==> src/rtl/cpu_pkg.sv <==
// Shared CPU types: 64-bit data word, 5-bit register index, and the
// register-file write request used by the writeback path.
package cpu_pkg;

    typedef logic [63:0] double_word;
    typedef logic [4:0]  reg_idx_t;

    typedef struct packed {
        logic       we;
        reg_idx_t   addr;
        double_word data;
    } rf_wr_t;

    localparam reg_idx_t REG_ZERO = 5'd0;

    // Branch results carry the raw target; bit 0 is never a valid PC bit.
    function automatic double_word branch_target(input double_word r);
        return {r[63:1], 1'b0};
    endfunction

endpackage

==> src/rtl/multi_lane_writeback_if.sv <==
// Lane-result handshake between the execute lanes (master) and the
// writeback stage (slave). Lane 0 is the oldest in program order.
interface multi_lane_writeback_if #(
    parameter int NUM_LANES = 2
);
    import cpu_pkg::*;

    logic       [NUM_LANES-1:0] lane_valid;
    logic       [NUM_LANES-1:0] lane_ready;
    double_word [NUM_LANES-1:0] lane_result;
    logic       [NUM_LANES-1:0] lane_is_branch;
    logic       [NUM_LANES-1:0] lane_write_rd;
    reg_idx_t   [NUM_LANES-1:0] lane_rd;
    logic       [NUM_LANES-1:0] lane_end_program;

    modport master (
        output lane_valid, lane_result, lane_is_branch, lane_write_rd,
               lane_rd, lane_end_program,
        input  lane_ready
    );

    modport slave (
        input  lane_valid, lane_result, lane_is_branch, lane_write_rd,
               lane_rd, lane_end_program,
        output lane_ready
    );

endinterface

==> src/rtl/wb_history_buffer.sv <==
// Forwarding history of recent register writes, entry 0 newest. Only built
// when WB_HISTORY_EN is defined; otherwise this file contributes nothing.
`ifdef WB_HISTORY_EN
module wb_history_buffer
    import cpu_pkg::*;
#(
    parameter int HIST_DEPTH   = 4,
    parameter int NUM_WR_PORTS = 1
) (
    input  logic                               clk,
    input  logic                               rst,
    input  rf_wr_t     [NUM_WR_PORTS-1:0]      wr,
    output reg_idx_t   [HIST_DEPTH-1:0]        hist_rd,
    output double_word [HIST_DEPTH-1:0]        hist_value,
    output logic       [HIST_DEPTH-1:0]        hist_valid
);

    reg_idx_t   [HIST_DEPTH-1:0] rd_q,  rd_d;
    double_word [HIST_DEPTH-1:0] val_q, val_d;
    logic       [HIST_DEPTH-1:0] vld_q, vld_d;

    // Ports are filled oldest-first, so the last used port is the youngest
    // write and lands at entry 0; older entries slide down by the count.
    always_comb begin
        int n;
        n = 0;
        for (int p = 0; p < NUM_WR_PORTS; p++)
            if (wr[p].we) n = n + 1;
        rd_d  = '0;
        val_d = '0;
        vld_d = '0;
        for (int j = 0; j < HIST_DEPTH; j++) begin
            if (j < n) begin
                for (int p = 0; p < NUM_WR_PORTS; p++) begin
                    if (p == n - 1 - j) begin
                        rd_d[j]  = wr[p].addr;
                        val_d[j] = wr[p].data;
                        vld_d[j] = 1'b1;
                    end
                end
            end else begin
                for (int k = 0; k < HIST_DEPTH; k++) begin
                    if (k == j - n) begin
                        rd_d[j]  = rd_q[k];
                        val_d[j] = val_q[k];
                        vld_d[j] = vld_q[k];
                    end
                end
            end
        end
    end

    always_ff @(posedge clk) begin
        if (rst) begin
            rd_q  <= '0;
            val_q <= '0;
            vld_q <= '0;
        end else begin
            rd_q  <= rd_d;
            val_q <= val_d;
            vld_q <= vld_d;
        end
    end

    assign hist_rd    = rd_q;
    assign hist_value = val_q;
    assign hist_valid = vld_q;

endmodule
`endif

==> src/rtl/wb_lane.sv <==
// Per-lane decode: register write value, redirect target, and whether the
// lane needs a register-file write port.
module wb_lane
    import cpu_pkg::*;
(
    input  double_word result,
    input  logic       is_branch,
    input  logic       write_rd,
    input  reg_idx_t   rd,
    output logic       uses_port,
    output double_word wr_val,
    output double_word target
);

    assign target    = branch_target(result);
    // A branch links the return address, i.e. the target plus one instruction.
    assign wr_val    = is_branch ? target + 64'd4 : result;
    assign uses_port = write_rd && (rd != REG_ZERO);

endmodule

==> src/rtl/multi_lane_writeback.sv <==
// Multi-lane writeback: in-order lane acceptance, write-port allocation,
// PC redirect and program-end latch. History buffer under WB_HISTORY_EN.
module multi_lane_writeback
    import cpu_pkg::*;
#(
    parameter int NUM_LANES    = 2,
    parameter int NUM_WR_PORTS = 1,
    parameter int HIST_DEPTH   = 4
) (
    input  logic                          clk,
    input  logic                          rst,
    multi_lane_writeback_if.slave         lanes,
    output logic       [NUM_WR_PORTS-1:0] rf_we,
    output reg_idx_t   [NUM_WR_PORTS-1:0] rf_waddr,
    output double_word [NUM_WR_PORTS-1:0] rf_wdata,
    output logic                          pc_write_en,
    output double_word                    pc_write,
    output logic                          done_executing,
    output reg_idx_t   [HIST_DEPTH-1:0]   hist_rd,
    output double_word [HIST_DEPTH-1:0]   hist_value,
    output logic       [HIST_DEPTH-1:0]   hist_valid
);

    logic       [NUM_LANES-1:0]    uses_port;
    double_word [NUM_LANES-1:0]    wr_val;
    double_word [NUM_LANES-1:0]    target;
    logic       [NUM_LANES-1:0]    ready;
    rf_wr_t     [NUM_WR_PORTS-1:0] wr_nxt, wr_q;
    logic                          pc_en_nxt, end_nxt;
    double_word                    pc_nxt;

    for (genvar g = 0; g < NUM_LANES; g++) begin : g_lane
        wb_lane u_lane (
            .result    (lanes.lane_result[g]),
            .is_branch (lanes.lane_is_branch[g]),
            .write_rd  (lanes.lane_write_rd[g]),
            .rd        (lanes.lane_rd[g]),
            .uses_port (uses_port[g]),
            .wr_val    (wr_val[g]),
            .target    (target[g])
        );
    end

    // Walk lanes oldest-first. The first valid lane that cannot go, or any
    // accepted branch/end lane, closes the window for every younger lane.
    always_comb begin
        logic stop;
        int   used;
        stop      = done_executing;
        used      = 0;
        ready     = '0;
        wr_nxt    = '0;
        pc_en_nxt = 1'b0;
        pc_nxt    = '0;
        end_nxt   = 1'b0;
        for (int i = 0; i < NUM_LANES; i++) begin
            if (lanes.lane_valid[i]) begin
                if (stop || (uses_port[i] && used == NUM_WR_PORTS)) begin
                    stop = 1'b1;
                end else begin
                    ready[i] = 1'b1;
                    if (uses_port[i]) begin
                        for (int p = 0; p < NUM_WR_PORTS; p++) begin
                            if (p == used) begin
                                wr_nxt[p].we   = 1'b1;
                                wr_nxt[p].addr = lanes.lane_rd[i];
                                wr_nxt[p].data = wr_val[i];
                            end
                        end
                        used = used + 1;
                    end
                    if (lanes.lane_is_branch[i]) begin
                        pc_en_nxt = 1'b1;
                        pc_nxt    = target[i];
                        stop      = 1'b1;
                    end
                    if (lanes.lane_end_program[i]) begin
                        end_nxt = 1'b1;
                        stop    = 1'b1;
                    end
                end
            end
        end
    end

    assign lanes.lane_ready = ready;

    always_ff @(posedge clk) begin
        if (rst) begin
            wr_q           <= '0;
            pc_write_en    <= 1'b0;
            pc_write       <= '0;
            done_executing <= 1'b0;
        end else begin
            wr_q        <= wr_nxt;
            pc_write_en <= pc_en_nxt;
            pc_write    <= pc_nxt;
            if (end_nxt) done_executing <= 1'b1;
        end
    end

    for (genvar p = 0; p < NUM_WR_PORTS; p++) begin : g_port
        assign rf_we[p]    = wr_q[p].we;
        assign rf_waddr[p] = wr_q[p].addr;
        assign rf_wdata[p] = wr_q[p].data;
    end

`ifdef WB_HISTORY_EN
    // Fed from the same next-state requests as rf_*, so history and the
    // register write become visible on the same edge.
    wb_history_buffer #(
        .HIST_DEPTH   (HIST_DEPTH),
        .NUM_WR_PORTS (NUM_WR_PORTS)
    ) u_hist (
        .clk        (clk),
        .rst        (rst),
        .wr         (wr_nxt),
        .hist_rd    (hist_rd),
        .hist_value (hist_value),
        .hist_valid (hist_valid)
    );
`else
    assign hist_rd    = '0;
    assign hist_value = '0;
    assign hist_valid = '0;
`endif

endmodule

==> src/flat_wrapper.sv <==
// flat-port wrapper written by rule: the top's interface ports become plain ports
module multi_lane_writeback_flat import cpu_pkg::*;
#(
    parameter int NUM_LANES    = 2,
    parameter int NUM_WR_PORTS = 1,
    parameter int HIST_DEPTH   = 4
)
  (clk, rst, rf_we, rf_waddr, rf_wdata, pc_write_en, pc_write, done_executing, hist_rd, hist_value, hist_valid, lanes_lane_valid, lanes_lane_result, lanes_lane_is_branch, lanes_lane_write_rd, lanes_lane_rd, lanes_lane_end_program, lanes_lane_ready);
  multi_lane_writeback_if #(.NUM_LANES(NUM_LANES)) lanes_i ();
  input  logic clk;
  input  logic rst;
  output logic       [NUM_WR_PORTS-1:0] rf_we;
  output reg_idx_t   [NUM_WR_PORTS-1:0] rf_waddr;
  output double_word [NUM_WR_PORTS-1:0] rf_wdata;
  output logic pc_write_en;
  output double_word pc_write;
  output logic done_executing;
  output reg_idx_t   [HIST_DEPTH-1:0] hist_rd;
  output double_word [HIST_DEPTH-1:0] hist_value;
  output logic       [HIST_DEPTH-1:0] hist_valid;
  input wire logic [$bits(lanes_i.lane_valid)-1:0] lanes_lane_valid;
  input wire logic [$bits(lanes_i.lane_result)-1:0] lanes_lane_result;
  input wire logic [$bits(lanes_i.lane_is_branch)-1:0] lanes_lane_is_branch;
  input wire logic [$bits(lanes_i.lane_write_rd)-1:0] lanes_lane_write_rd;
  input wire logic [$bits(lanes_i.lane_rd)-1:0] lanes_lane_rd;
  input wire logic [$bits(lanes_i.lane_end_program)-1:0] lanes_lane_end_program;
  output wire logic [$bits(lanes_i.lane_ready)-1:0] lanes_lane_ready;
  assign lanes_i.lane_valid = lanes_lane_valid;
  assign lanes_i.lane_result = lanes_lane_result;
  assign lanes_i.lane_is_branch = lanes_lane_is_branch;
  assign lanes_i.lane_write_rd = lanes_lane_write_rd;
  assign lanes_i.lane_rd = lanes_lane_rd;
  assign lanes_i.lane_end_program = lanes_lane_end_program;
  assign lanes_lane_ready = lanes_i.lane_ready;
  multi_lane_writeback #(.NUM_LANES(NUM_LANES), .NUM_WR_PORTS(NUM_WR_PORTS), .HIST_DEPTH(HIST_DEPTH)) u_core (.clk(clk), .rst(rst), .lanes(lanes_i), .rf_we(rf_we), .rf_waddr(rf_waddr), .rf_wdata(rf_wdata), .pc_write_en(pc_write_en), .pc_write(pc_write), .done_executing(done_executing), .hist_rd(hist_rd), .hist_value(hist_value), .hist_valid(hist_valid));
endmodule
==> config.mk <==
export PLATFORM = sky130hd
export DESIGN_NAME = multi_lane_writeback_flat
export DESIGN_NICKNAME = d
export VERILOG_FILES = /design/src/rtl/cpu_pkg.sv /design/src/rtl/multi_lane_writeback_if.sv /design/src/rtl/wb_history_buffer.sv /design/src/rtl/wb_lane.sv /design/src/rtl/multi_lane_writeback.sv /design/src/flat_wrapper.sv
export SDC_FILE = /design/constraint.sdc
export NUM_CORES = 1
export LEC_CHECK = 0
export ABC_AREA = 1
export CAP_MARGIN = 20
export CORE_AREA = 2 2 217 219
export DETAILED_ROUTE_END_ITERATION = 16
export DIE_AREA = 0 0 219 221
export PLACE_DENSITY = 0.65
export SLEW_MARGIN = 10
export SYNTH_ARGS = -nofsm -noshare
export SYNTH_HDL_FRONTEND = slang
export SYNTH_SLANG_ARGS = --single-unit
==> constraint.sdc <==
create_clock -name clk -period 1.8 [get_ports clk]
set_input_delay 0.45 -clock clk [delete_from_list [all_inputs] [get_ports clk]]
set_output_delay 0.45 -clock clk [all_outputs]
set_load 0.05 [all_outputs]
==> results of run 1 <==
==> flip-flops by register name, summed over array words and instances, names as in the netlist <==
signal / count
u_core.done_executing: 1
u_core.pc_write: 63
u_core.pc_write_en: 1
u_core.rf_waddr: 5
u_core.rf_wdata: 64
u_core.rf_we: 1
==> cells in the final DEF (no fill, tap or decap), types with 4 or more instances in the layout <==
| cell | count |
|---|---|
| or2_2 | 8 |
| nand3_2 | 15 |
| nor2_4 | 36 |
| clkbuf_16 | 22 |
| nand2_1 | 394 |
| xor2_1 | 10 |
| inv_6 | 6 |
| buf_4 | 523 |
| inv_2 | 6 |
| clkdlybuf4s50_1 | 36 |
| inv_1 | 151 |
| dlymetal6s2s_1 | 44 |
| conb_1 | 281 |
| nand2_4 | 4 |
| o21ai_1 | 55 |
| a21oi_1 | 65 |
| nand3_1 | 154 |
| xnor2_1 | 11 |
| dlygate4sd2_1 | 40 |
| nor3_1 | 9 |
| a21oi_2 | 26 |
| dfxtp_1 | 134 |
| clkbuf_2 | 13 |
| clkdlybuf4s15_1 | 13 |
| nand4_1 | 28 |
| o21bai_1 | 8 |
| nor3_2 | 4 |
| nand3b_1 | 4 |
| nand2_2 | 37 |
| o21ai_0 | 36 |
| nor2_1 | 194 |
| buf_6 | 18 |
| buf_12 | 34 |
| o211ai_1 | 4 |
| a21o_1 | 5 |
| nor2_2 | 57 |
==> worst max-delay path, cell delays in order, from the launching register on <==
cell and delay (ns):
dfxtp_4 0.37, inv_2 0.05, nand2_2 0.06, nor2_4 0.12
nand2_4 0.07, nor2_4 0.10, nor2_4 0.05, buf_6 0.12
buf_12 0.14
==> power breakdown <==
| group | internal, mW | switching [mW] |
|---|---|---|
| Sequential | 3.12 | 0.0548 |
| Combinational | 1.20 | 2.95 |
| Clock | 2.11 | 1.58 |
==> Yosys cell counts (12+ instances only) <==
library cell and instances:
buf_4 286, dfxtp_1 135, nand4_1 28, a21oi_1 92, o21ai_1 43, buf_6 12, nor3_1 14, nor2_2 14
nand2_1 433, inv_1 157, nand3_1 172, o21ai_0 50, nor2_1 272
==> layer usage <==
layer  vias to the layer above  routed length, um  global-route usage [%]
met4                         0               2547                   10.37
met5                         -                  0                       0
met1                      6362              21700                   25.03
li1                       6583                  -                       -
met3                       119               3778                   3.381
met2                       643              27260                   37.70
==> cell type report <==
cell class | instances | share of cell area [%]
Multi-Input combinational cell | 1465 | 39.16
Timing Repair Buffer | 728 | 35.12
Sequential cell | 135 | 14.82
Tap cell | 607 | 4.160
Inverter | 161 | 3.420
Clock buffer | 18 | 2.406
Clock inverter | 14 | 0.8978
Antenna cell | 1 | 0.01371
==> worst paths after layout <==
check        slack [ns]                            endpoint  depth (start not counted)
max reg2reg        0.07      u_core.pc_write[23]$_SDFF_PP0_                         13
min                0.32  u_core.done_executing$_SDFFE_PP0P_                          3
min reg2reg        0.69  u_core.done_executing$_SDFFE_PP0P_                          3
max               -0.21                 lanes_lane_ready[1]                          8
==> per-stage QoR <==
step	setup TNS, ns	hold slack [ns]	cell area (um^2)
after floorplan	-2.759	0.5844	12080
after global placement	-84.94	0.6631	16330
after detailed placement	-84.59	0.6645	16330
after CTS	-4.174	0.3625	17450
after global routing	-0.6176	0.3719	18260
final	-0.2082	0.3195	18260
==> cells by family after synthesis <==
logic type / after synthesis / synth area share (%)
and+or+nand+nor: 954 / 36.24
buffers and inverters: 485 / 27.23
AOI/OAI and AO/OA: 206 / 9.943
DFF: 135 / 24.55
xor gates and xnor gates: 21 / 1.670
adders and majority gates: 3 / 0.3409
other: 1 / 0.03406
==> timing repair <==
item / CTS / global route
endpoints found under the setup margin: 128 / 122
pin swaps: 39 / 53
resized for setup: 201 / 209
cloned: 0 / 6
hold endpoints to repair: 0 / 0
setup buffers: 17 / 25
==> metrics, run 1 <==
Critical Path Source Type register; sequential fraction of the synthesis area about 25%; Crit. End Element primary output; post-synthesis cell area about 11,000 um^2; Place WS -1.240 ns; multi-input logic area between 7000 and 8000 um^2; Remaining DRCs 0; vias in the first global route 12,520; CTS tree yes; register area between 2000 and 3000 um^2; Layout Cells excl Fill around 3,100; drt pass-1 iters 6; Layout fillers between 4,000 and 5,000; worst hold path class in2reg; clk slew on worst S/H paths about 0.07 ns; hold_sp lanes_lane_end_program[0]; total power 11.02 mW; final setup vio count 2; EDFF count, synth 0; CTS max path bufs 2; Worst-Skew Late Latency 0.47 ns; TritonCTS Buffers 17; DR WL/cell about 18 um; Core Area approximately 46,000 um^2; initial antenna violation count 2; row cnt approximately 80; DR vias/cell roughly 4.4; Root Driver clkbuf_16; power density over the cells approximately 600 nW/um^2; IO buf count about 280; Die ar. approximately 48,000 um^2; failing checks setup timing; Synth async-reset ratio 0%; Yosys warnings 0; final slew viol count 0; Final Skew ~0.021 ns; Overflow after GRT 0; Syn Area/Cell just over 6 um^2; NumNets Final 2,659; area leader, netlist dfxtp_1; drt total wl ~55 mm; synth top area cells dfxtp_1 (25%), buf_4 (20%), nand2_1 (15%), nor2_1 (9.3%), nand3_1 (7.8%); status finished, violations left; HPWL Detailed ~45 mm; first-pass GRT wire length 76.56 mm; CTS H-tree depth 4; critical path type reg2out; cts hold-fix bufs 0; Synth Register Bits 135; Overall Global Routing Usage a little over a fifth; Area Overhead vs Synth 65.81%; chip width ~220 um; CP startpoint u_core.done_executing$_SDFFE_PP0P_; fmax 0.4986 GHz; Tmin final ~2 ns; # IOs around 570; Inst Count DP ~3,100; share of layout cells above drive strength 1 around 33%; routed vias ~14,000; post-layout util between 30% and 40%; VDD IR-drop max approximately 0.73 mV; Clock Sinks 135; endpoints failing hold 0; top_reg_cell synth dfxtp_1; Routed Antenna Nets 0; RSZ-0062 raised after global routing yes; cells after synthesis ~1,800; initial drt markers 940; Starting Density roughly a quarter; Worst Path Required approximately 1.4 ns; max-cap violations 0; largest net degree at the start of global routing 45; setup slack after layout -0.2056 ns; Unique masters post-synth 38; RePlAce Congestion 0.9999; area share of the largest cell type after synthesis between 20% and 30%; Final Cycle Share 111.4%; Critical R2R Launch u_core.done_executing$_SDFFE_PP0P_; crit-path max FO 3; die height 221 um; Leak between 9 and 10 nW; Crit path arrival time 1.56 ns
No activity file was read; power rests on OpenSTA's default activity.
==> inputs of run 2 (changes only) <==
--- a/config.mk
+++ b/config.mk
@@ -7,11 +7,12 @@
 export LEC_CHECK = 0
 export ABC_AREA = 1
 export CAP_MARGIN = 20
-export CORE_AREA = 2 2 217 219
+export CORE_AREA = 2 2 220 222
 export DETAILED_ROUTE_END_ITERATION = 16
-export DIE_AREA = 0 0 219 221
-export PLACE_DENSITY = 0.65
+export DIE_AREA = 0 0 222 224
+export PLACE_DENSITY = 0.68
 export SLEW_MARGIN = 10
 export SYNTH_ARGS = -nofsm -noshare
 export SYNTH_HDL_FRONTEND = slang
+export SYNTH_HIERARCHICAL = 1
 export SYNTH_SLANG_ARGS = --single-unit
==> metrics, run 2 <==
area leader, netlist buf_4; crit-path max FO 2; crit-path max cell delay between 0.2 and 0.25 ns; total power roughly 12 mW; Synth async-reset ratio 0%; failing checks setup timing; setup slack after layout -0.3167 ns; Die ar. roughly 50,000 um^2; top_reg_cell synth dfxtp_1; CTS H-tree depth 4; Syn Area/Cell 6.307 um^2; Final Skew around 0.0099 ns; Remaining DRCs 0; IO buf count 285; status finished, violations left; chip width approximately 220 um; DR WL/cell 17.98 um; register area between 2000 and 3000 um^2; most common cell in the netlist nand2_1; Starting Density 27.15%; initial antenna violation count 17; RSZ-0062 raised after global routing yes; CTS tree yes; Leak roughly 10 nW; VDD IR-drop max between 0.7 and 0.8 mV; final slew viol count 0; HPWL Detailed between 40 and 50 mm; commonest cells after routing, fill and taps aside buf_4 (534), nand2_1 (529), conb_1 (282), inv_1 (169), nor2_1 (160); post-layout util a little over two fifths; drt pass-1 iters 8; Synth Register Bits approximately 140; row cnt 80; final setup vio count between 60 and 70; multi-input logic area between 8000 and 9000 um^2; Core Area between 40,000 and 50,000 um^2; # IOs around 570; clk slew on worst S/H paths roughly 0.060 ns; drt total wl roughly 60 mm; fmax approximately 0.47 GHz; Clock Sinks approximately 140; DR vias/cell 4.382; Area Overhead vs Synth 54.25%; Root Driver clkbuf_16; synth top area cells buf_4 (24%), dfxtp_1 (21%), nand2_1 (17%), nor2_1 (6.7%), inv_1 (5.1%); Slowest-stage cell, CP o41ai_4; routed vias roughly 14,000; NumNets Final 2,776; Crit path arrival time between 1.5 and 2 ns; Overall Global Routing Usage between 20 and 25%; cells after synthesis about 2,000; EDFF count, synth 0; sequential fraction of the synthesis area between 20% and 30%; Worst Path Required 1.35 ns; Tmin final around 2.1 ns; worst hold path class in2reg; power density over the cells a little under 600 nW/um^2; largest net degree at the start of global routing 30; die height roughly 220 um; Yosys warnings 6; max-cap violations 0; Crit. End Element primary output; critical path type in2out; Crit path max-delay family simple AND/OR/NAND/NOR gates; leading cell type in the layout, fill and taps excluded buf_4; Layout fillers between 4,000 and 5,000; RePlAce Congestion slightly below 1; post-synthesis cell area 12,850 um^2; Critical Path Source Type primary input; CP Cell Sequence clkdlybuf4s15_2 > or2_4 > o41ai_4 > inv_1 > nand4_1 > and2_4 > buf_12; Worst-Skew Late Latency between 0.4 and 0.5 ns; first-pass GRT wire length slightly above 80 mm; endpoints failing hold 0; vias in the first global route about 13,000; Routed Antenna Nets 0; Final Cycle Share 117.6%; top post-synthesis cells by count nand2_1 (593), buf_4 (412), nor2_1 (229), inv_1 (173), dfxtp_1 (136); TritonCTS Buffers 17; share of layout cells above drive strength 1 between 30% and 40%; Buf+Inv Stages, Crit Path 3; CTS max path bufs 2; Overflow after GRT 0; initial drt markers roughly 1,200; area share of the largest cell type after synthesis 24.06%; Unique masters post-synth 40
## run 2: cell types whose count changed after synthesis, sizes merged, moves of 28 or more
cell / before / now
buf: 312 / 449
o21ai: 93 / 9
nand2: 436 / 616
nand3: 172 / 71
xnor2: 11 / 45
nand4: 28 / 71
xor2: 10 / 38
## run 2: final timing paths
| path | startpoint | endpoint | slack, ns | cells after the start |
|---|---|---|---|---|
| worst max-delay path | lanes_lane_rd[1] | lanes_lane_ready[1] | -0.32 | 7 |
| worst min-delay path | lanes_lane_rd[7] | u_core/rf_waddr[2]$_SDFF_PP0_ | 0.24 | 3 |
| worst max register to register | u_core/done_executing$_SDFFE_PP0P_ | u_core/rf_wdata[25]$_SDFF_PP0_ | 0.18 | 11 |
| worst min register to register | u_core/done_executing$_SDFFE_PP0P_ | u_core/done_executing$_SDFFE_PP0P_ | 0.79 | 5 |
## run 2: power breakdown
part	internal (mW)	switching, mW	total (mW)
Sequential	3.15	0.0712	3.22
Combinational	1.41	3.24	4.65
Clock	2.13	1.71	3.84
Total	6.69	5.02	11.7
## run 2: cell type report
type / instances / area share (%)
inverters: 182 / 3.528
clock buffers: 17 / 2.146
multi-input cells: 1534 / 41.40
well taps: 615 / 3.881
flip-flops and latches: 136 / 13.74
clock inverters: 15 / 1.016
repair buffers: 755 / 34.18
diodes: 9 / 0.1136
## run 2: kinds of logic after synthesis
family | after synthesis | share of synthesized area (%)
XOR/XNOR | 83 | 5.772
AND/OR/NAND/NOR | 1086 | 38.05
buffers and inverters | 647 | 31.47
other | 3 | 0.08760
AO/OA/AOI/OAI | 81 | 3.242
flip-flops | 136 | 21.18
adder cells (fa/ha/maj) | 2 | 0.1947
## run 2: per-layer routing
metal  GRT usage, %  part of all wire (%)  vias up
met3          4.499                   8.3      190
met2          38.01                    48      847
met5              0                 0.061        -
met4          16.33                   7.2        6
li1               -                     -     6756
met1          24.39                    36     6499
## run 2: repair_timing
action / 4_1_cts / 5_1_grt
resized for setup: 293 / 232
hold buffers: 0 / 0
buffers inserted: 39 / 32
setup endpoints to repair: 137 / 136
gates cloned: 17 / 3
hold endpoints to repair: 0 / 0
pin swaps: 80 / 108
## run 2: stage by stage
step	worst slack, ns	instances	hold WS, ns	instance area [um^2]	setup TNS (ns)
after global placement	-0.9136	3137	0.8158	16940	-105.20
after global routing	-0.3411	3260	0.2421	19820	-7.716
after detailed placement	-0.9078	3137	0.8205	16940	-108.13
final	-0.3167	3263	0.2449	19830	-3.125
after floorplan	-0.3987	2317	0.5191	13940	-13.45
after CTS	-0.3611	3223	0.2159	18960	-4.040
## run 2: worst min-delay path, stage by stage
cell and delay [ns]:
buf_6 0.09, nand2_1 0.05, a21oi_1 0.06
==> inputs of run 3 (changes only) <==
--- a/config.mk
+++ b/config.mk
@@ -10,9 +10,11 @@
 export CORE_AREA = 2 2 220 222
 export DETAILED_ROUTE_END_ITERATION = 16
 export DIE_AREA = 0 0 222 224
+export HOLD_SLACK_MARGIN = 0.08
 export PLACE_DENSITY = 0.68
 export SLEW_MARGIN = 10
 export SYNTH_ARGS = -nofsm -noshare
 export SYNTH_HDL_FRONTEND = slang
 export SYNTH_HIERARCHICAL = 1
 export SYNTH_SLANG_ARGS = --single-unit
+export TNS_END_PERCENT = 100
==> results of run 3 <==
Same layout as run 2: the final DEF is identical, and so are final timing and power.
